**src/rtl/input_debouncer_pkg.sv**
```systemverilog
// Shared definitions for the input debouncer and the sequence FSM that consumes its output.
// Latency: n/a (types and constants only).
// Backpressure: n/a.
//
// Contents:
//   state_t               debouncer FSM state encoding (ST_IDLE, ST_SETTLE)
//   STABLE_CYCLES_SIM     short settle window for simulation
//   STABLE_CYCLES_BOARD   settle window for the real board clock (~10 ms at 100 MHz)
//   sat_inc_w8()          8-bit saturating increment helper

package input_debouncer_pkg;

  // One-hot encoding: every pattern other than these two is illegal,
  // and the FSM recovers from those patterns to ST_IDLE.
  typedef enum logic [1:0] {
    ST_IDLE   = 2'b01,
    ST_SETTLE = 2'b10
  } state_t;

  localparam int STABLE_CYCLES_SIM   = 4;
  localparam int STABLE_CYCLES_BOARD = 1_000_000;

  localparam int DEFAULT_WIDTH    = 2;
  localparam int DEFAULT_CNT_W    = 20;
  localparam int DEFAULT_GLITCH_W = 8;

  // Saturating increment for 8-bit debug counters: holds at 8'hFF.
  function automatic logic [7:0] sat_inc_w8(input logic [7:0] v);
    return (&v) ? v : v + 8'd1;
  endfunction

endpackage

```
**src/rtl/input_debouncer_sync_2ff.sv**
```systemverilog
// Two-flop synchroniser for asynchronous board inputs.
// Latency: 2 clk from d_i to q_o.
// Backpressure: none; samples every cycle.
//
// Ports:
//   clk  in   1      rising-edge clock
//   rst  in   1      synchronous active-high reset, clears both stages to 0
//   d_i  in   WIDTH  asynchronous inputs
//   q_o  out  WIDTH  synchronised outputs (second stage)

module input_debouncer_sync_2ff #(
  parameter int WIDTH = 2
) (
  input  logic             clk,
  input  logic             rst,
  input  logic [WIDTH-1:0] d_i,
  output logic [WIDTH-1:0] q_o
);

  logic [WIDTH-1:0] s0_q;
  logic [WIDTH-1:0] s1_q;

  // Each bit is synchronised independently. A multi-bit change may land
  // in different cycles per bit; the settle window downstream absorbs the skew.
  always_ff @(posedge clk) begin
    if (rst) begin
      s0_q <= '0;
      s1_q <= '0;
    end else begin
      s0_q <= d_i;
      s1_q <= s0_q;
    end
  end

  assign q_o = s1_q;

endmodule

```
**src/rtl/input_debouncer.sv**
```systemverilog
// Debounces raw switch/button inputs into a clean vector for the sequence FSM.
// Latency: input stable before edge E0 -> x_out/x_chg update on edge E0+STABLE_CYCLES+1.
// Backpressure: none; x_chg is a single-cycle strobe and the consumer must take it.
//
// Ports:
//   clk         in   1         rising-edge clock
//   rst         in   1         synchronous active-high reset
//   raw_in      in   WIDTH     asynchronous raw inputs
//   x_out       out  WIDTH     debounced vector
//   x_chg       out  1         one-cycle pulse in the cycle x_out takes a new value
//   settling    out  1         high while a candidate vector is being qualified
//   glitch_cnt  out  GLITCH_W  aborted/restarted settles, saturating at all-ones

module input_debouncer
  import input_debouncer_pkg::*;
#(
  parameter int WIDTH         = DEFAULT_WIDTH,
  parameter int STABLE_CYCLES = STABLE_CYCLES_SIM,
  parameter int CNT_W         = DEFAULT_CNT_W,
  parameter int GLITCH_W      = DEFAULT_GLITCH_W
) (
  input  logic                clk,
  input  logic                rst,
  input  logic [WIDTH-1:0]    raw_in,
  output logic [WIDTH-1:0]    x_out,
  output logic                x_chg,
  output logic                settling,
  output logic [GLITCH_W-1:0] glitch_cnt
);

  // Count value at which the candidate has been seen STABLE_CYCLES times.
  localparam logic [CNT_W-1:0] CNT_LAST = CNT_W'(STABLE_CYCLES - 1);
  localparam logic [CNT_W-1:0] CNT_ONE  = CNT_W'(1);

  logic [WIDTH-1:0] s;

  state_t              state_q, state_d;
  logic [CNT_W-1:0]    cnt_q, cnt_d;
  logic [WIDTH-1:0]    cand_q, cand_d;
  logic [WIDTH-1:0]    x_q, x_d;
  logic                chg_q, chg_d;
  logic [GLITCH_W-1:0] glitch_q, glitch_d;
  logic [GLITCH_W-1:0] glitch_inc;

  input_debouncer_sync_2ff #(
    .WIDTH (WIDTH)
  ) u_sync (
    .clk (clk),
    .rst (rst),
    .d_i (raw_in),
    .q_o (s)
  );

  // Saturating: holds at all-ones so the debug LEDs never roll back to a small value.
  assign glitch_inc = (&glitch_q) ? glitch_q : glitch_q + 1'b1;

  always_ff @(posedge clk) begin
    if (rst) begin
      state_q  <= ST_IDLE;
      cnt_q    <= '0;
      cand_q   <= '0;
      x_q      <= '0;
      chg_q    <= 1'b0;
      glitch_q <= '0;
    end else begin
      state_q  <= state_d;
      cnt_q    <= cnt_d;
      cand_q   <= cand_d;
      x_q      <= x_d;
      chg_q    <= chg_d;
      glitch_q <= glitch_d;
    end
  end

  always_comb begin
    state_d  = state_q;
    cnt_d    = cnt_q;
    cand_d   = cand_q;
    x_d      = x_q;
    chg_d    = 1'b0;
    glitch_d = glitch_q;

    unique case (state_q)
      ST_IDLE: begin
        if (s != x_q) begin
          // The first differing sample already counts as one stable cycle.
          cand_d  = s;
          cnt_d   = CNT_ONE;
          state_d = ST_SETTLE;
        end else begin
          cnt_d = '0;
        end
      end

      ST_SETTLE: begin
        if (s == cand_q) begin
          // Using >= instead of == also makes an out-of-range count commit
          // and return to idle rather than count up indefinitely.
          if (cnt_q >= CNT_LAST) begin
            x_d     = cand_q;
            chg_d   = 1'b1;
            cnt_d   = '0;
            state_d = ST_IDLE;
          end else begin
            cnt_d = cnt_q + 1'b1;
          end
        end else if (s == x_q) begin
          // The input bounced back to the committed value: abandon the candidate.
          cnt_d    = '0;
          glitch_d = glitch_inc;
          state_d  = ST_IDLE;
        end else begin
          // A third value appeared: start qualifying it from scratch.
          // x_out is untouched, so a multi-bit change never shows an intermediate vector.
          cand_d   = s;
          cnt_d    = CNT_ONE;
          glitch_d = glitch_inc;
        end
      end

      default: begin
        state_d = ST_IDLE;
        cnt_d   = '0;
      end
    endcase
  end

  assign x_out      = x_q;
  assign x_chg      = chg_q;
  assign settling   = (state_q == ST_SETTLE);
  assign glitch_cnt = glitch_q;

endmodule

```
**config.mk**
```make
export PLATFORM = sky130hd
export DESIGN_NAME = input_debouncer
export DESIGN_NICKNAME = d
export VERILOG_FILES = /design/src/rtl/input_debouncer_pkg.sv /design/src/rtl/input_debouncer_sync_2ff.sv /design/src/rtl/input_debouncer.sv
export SDC_FILE = /design/constraint.sdc
export NUM_CORES = 1
export LEC_CHECK = 0
export CELL_PAD_IN_SITES_DETAIL_PLACEMENT = 0
export CELL_PAD_IN_SITES_GLOBAL_PLACEMENT = 1
export CORE_UTILIZATION = 45
export DETAILED_ROUTE_END_ITERATION = 8
export GPL_TIMING_DRIVEN = 0
export PLACE_DENSITY = 0.83
export SLEW_MARGIN = 5
export SYNTH_ARGS = -nofsm -noshare
export SYNTH_HDL_FRONTEND = slang
export SYNTH_HIERARCHICAL = 1
export SYNTH_SLANG_ARGS = --single-unit
```
**constraint.sdc**
```tcl
create_clock -name clk -period 4.76 [get_ports clk]
set_input_delay 0.476 -clock clk [delete_from_list [all_inputs] [get_ports clk]]
set_output_delay 0.476 -clock clk [all_outputs]
set_load 0.005 [all_outputs]
```
==> out/metrics.csv <==
stage,metric,value,unit
synthesis,synth_top_cells_by_area,"dfxtp_1 (56%), ha_1 (3.6%), a21oi_1 (2.9%), mux2i_1 (2.9%), nor2b_1 (2.7%)",
floorplan,core.rowCount,19,
finish,drive_above_1_share,6.897,%
setup_path,crit_chain,ha_1 > clkdlybuf4s50_1,
clock_network,tritoncts.num_buffers,5,
power_and_ir_drop,power.density,312.4,mW/mm^2
global_routing,antenna_found_initial,0,
clock_network,cts.sink_count,39,
synthesis,synth-seq-area-share,55.76,%
finish,multi_input_comb_area,653.1,um^2
clock_network,cts_hold_buffers,0,
synthesis,synth-edff-count,0,
setup_path,cp_slowest_stage_delay,0.54,ns
timing,post-route-period-util,43.60,%
global_routing,global_route_wire_length_before_repair,4402,um
setup_path,regToRegStartpoint,state_q[1],
finish,layout_commonest_cell,dfxtp_1,
detailed_routing,drtPass1Iterations,7,
finish,postLayoutCoreUtil,59.82,%
clock_network,clk-insertion-delay-late,0.34,ns
timing,fin_skew,0.01119,ns
clock_network,resize_count_post_cts,0,
timing,final_period_minus_worst_setup_slack,2.076,ns
finish,layout-area-overhead-vs-synth,21.89,%
clock_network,ctsLongestPathBuffers,2,
placed_design,detailed_place.area,0.001653,mm^2
timing,final-max-slew-violation-count,0,
timing,grt_setup_unrepaired,no,
synthesis,ys_ff_latch,39,
setup_path,worstPathArrival,1.60,ns
outcome,failed_checks,DRC,
clock_network,path_clk_slew,0.11,ns
flow_run,drv_cap,0,
synthesis,asyncSetResetFlopFracSynth,0,%
synthesis,syn-mean-instance-area,10.45,um^2
floorplan,initial_core_util,49.08,%
setup_path,crit_buf_inv,1,
timing,report.final.hold_viol_count,0,
synthesis,post_synth_inst_count,134,
synthesis,yosysWarningCount,6,
outcome,status,"finished, violations left",
detailed_routing,wl,2398,um
timing,fmaxAchievable,481.8,MHz
synthesis,netlist_area_pre_place,0.001400,mm^2
finish,layout.nets,181,
floorplan,design.die.area,0.003339,mm^2
clock_network,cts_post_setup_buffers_inserted,0,
setup_path,type_of_element_launching_the_critical_path,register,
setup_path,worstSetupPathType,register to primary output,
setup_path,cp_top_family,buffers and inverters,
setup_path,endpoint_kind,primary output,
timing,setup-violations-final,0,
synthesis,netlist.top_cell.by_area,dfxtp_1,
floorplan,ioPinCount,16,
finish,fillers,268,
detailed_routing,vias_per_cell,5.151,
finish,layout.cells.most_common_list,"dfxtp_1 (39), conb_1 (18), clkdlybuf4s50_1 (15)",
detailed_routing,post-route-drc-count,2,
global_routing,first_global_vias,1060,
global_routing,grt_max_degree,13,
detailed_routing,final_antenna_net_count,0,
clock_network,cts_tree,done,
clock_network,cts_max_level,2,
power_and_ir_drop,p_leak,0.6212,nW
placed_design,globalplace.congestion,0.7525,
placed_design,buffers_on_ports,15,
synthesis,main_flop_type_after_synthesis,dfxtp_1,
power_and_ir_drop,worst_ir_drop_vdd,0.2115,mV
floorplan,floorplan.die.height,57.78,um
setup_path,required,4.28,ns
min_path,min_path_type,register to register,
finish,final-seq-area,780.7,um^2
setup_path,cp_slowest_cell,clkdlybuf4s50_1,
clock_network,clock-root-buffer,clkbuf_4,
floorplan,core_area,0.002853,mm^2
min_path,worstHoldStart,u_sync/s0_q[1],
synthesis,synth_largest_type_area_fraction,55.76,%
timing,hold-worst-slack,0.4514,ns
detailed_routing,routedWlPerCell,11.70,um
setup_path,cp-startpoint,state_q[1],
detailed_routing,drtIter0Drc,39,
global_routing,grt_remaining_overflow,0,
synthesis,yosys.cell_types.count,34,
global_routing,gr-usage-all-layers,17.56,%
finish,n_antenna_cell,0,
timing,worst_slew_margin_rel,53.76,%
timing,setup_total_negative_slack,0,ns
finish,final_area,0.001707,mm^2
setup_path,critPathMaxFanout,6,
floorplan,die_width,57.78,um
timing,max_slew.worst_pin.slew,0.6874,ns
detailed_routing,route.vias.total,1056,
placed_design,place.detailed.hpwl,1727,um
==> metal layers <==
| metal | GRT usage, % | wire length [um] | share of wire (%) |
|---|---|---|---|
| met1 | 21.43 | 1153 | 48 |
| met2 | 27.24 | 1065 | 44 |
| met3 | 6.250 | 128 | 5.3 |
| met4 | 9.524 | 50 | 2.1 |
| met5 | 0 | 0 | 0 |
==> flip-flops by register name, summed over array words and instances, names as in the netlist <==
name         cells
u_sync/s0_q      2
cnt_q           20
u_sync/q_o       2
x_out            2
state_q          2
cand_q           2
glitch_cnt       8
x_chg            1
==> metrics by stage <==
| stage | setup WS [ns] | power, mW | cells |
|---|---|---|---|
| detailed placement | 2.707 | 0.3797 | 197 |
| floorplan | 3.157 | 0.3703 | 151 |
| CTS | 2.680 | 0.5390 | 205 |
| global placement | 2.700 | 0.3782 | 197 |
| global route | 2.590 | 0.5559 | 205 |
| finish | 2.684 | 0.5332 | 205 |
==> cells in the mapped netlist (5+ instances only) <==
| library cell | count |
|---|---|
| or3_1 | 6 |
| dfxtp_1 | 39 |
| nor2_1 | 7 |
| nor2b_1 | 6 |
| nor4_1 | 5 |
| a21oi_1 | 8 |
| nor3_1 | 5 |
| nand2_1 | 5 |
==> final cells by class <==
class	instances	share of cell area, %
Buffer	3	1.100
Clock buffer	6	2.419
Clock inverter	2	0.7331
Inverter	3	0.6598
Multi-Input combinational cell	106	38.27
Sequential cell	39	45.75
Tap cell	31	2.273
Timing Repair Buffer	15	8.798
==> kinds of logic after synthesis <==
| kind of cell | Yosys count | synth area share (%) |
|---|---|---|
| buf+inv | 6 | 2.145 |
| fa+ha+maj | 4 | 3.575 |
| flops | 39 | 55.76 |
| simple gates | 51 | 20.29 |
| mux | 5 | 3.664 |
| other cells | 1 | 0.2678 |
| compound gates | 24 | 11.80 |
| xor+xnor | 4 | 2.502 |
==> final timing paths <==
path	end	slack, ns	depth (start not counted)
max	settling	2.68	2
min	u_sync/q_o[1]	0.45	1
max reg2reg	state_q[0]	2.92	4
min reg2reg	u_sync/q_o[1]	0.45	1
==> power by group <==
group / leakage (nW) / switching, mW / internal [mW]
logic: 0.271 / 0.0147 / 0.0130
clock network: 0.0282 / 0.104 / 0.0570
registers: 0.322 / 0.00574 / 0.339
total: 0.621 / 0.125 / 0.409
Power figures use the tool's default switching activity.
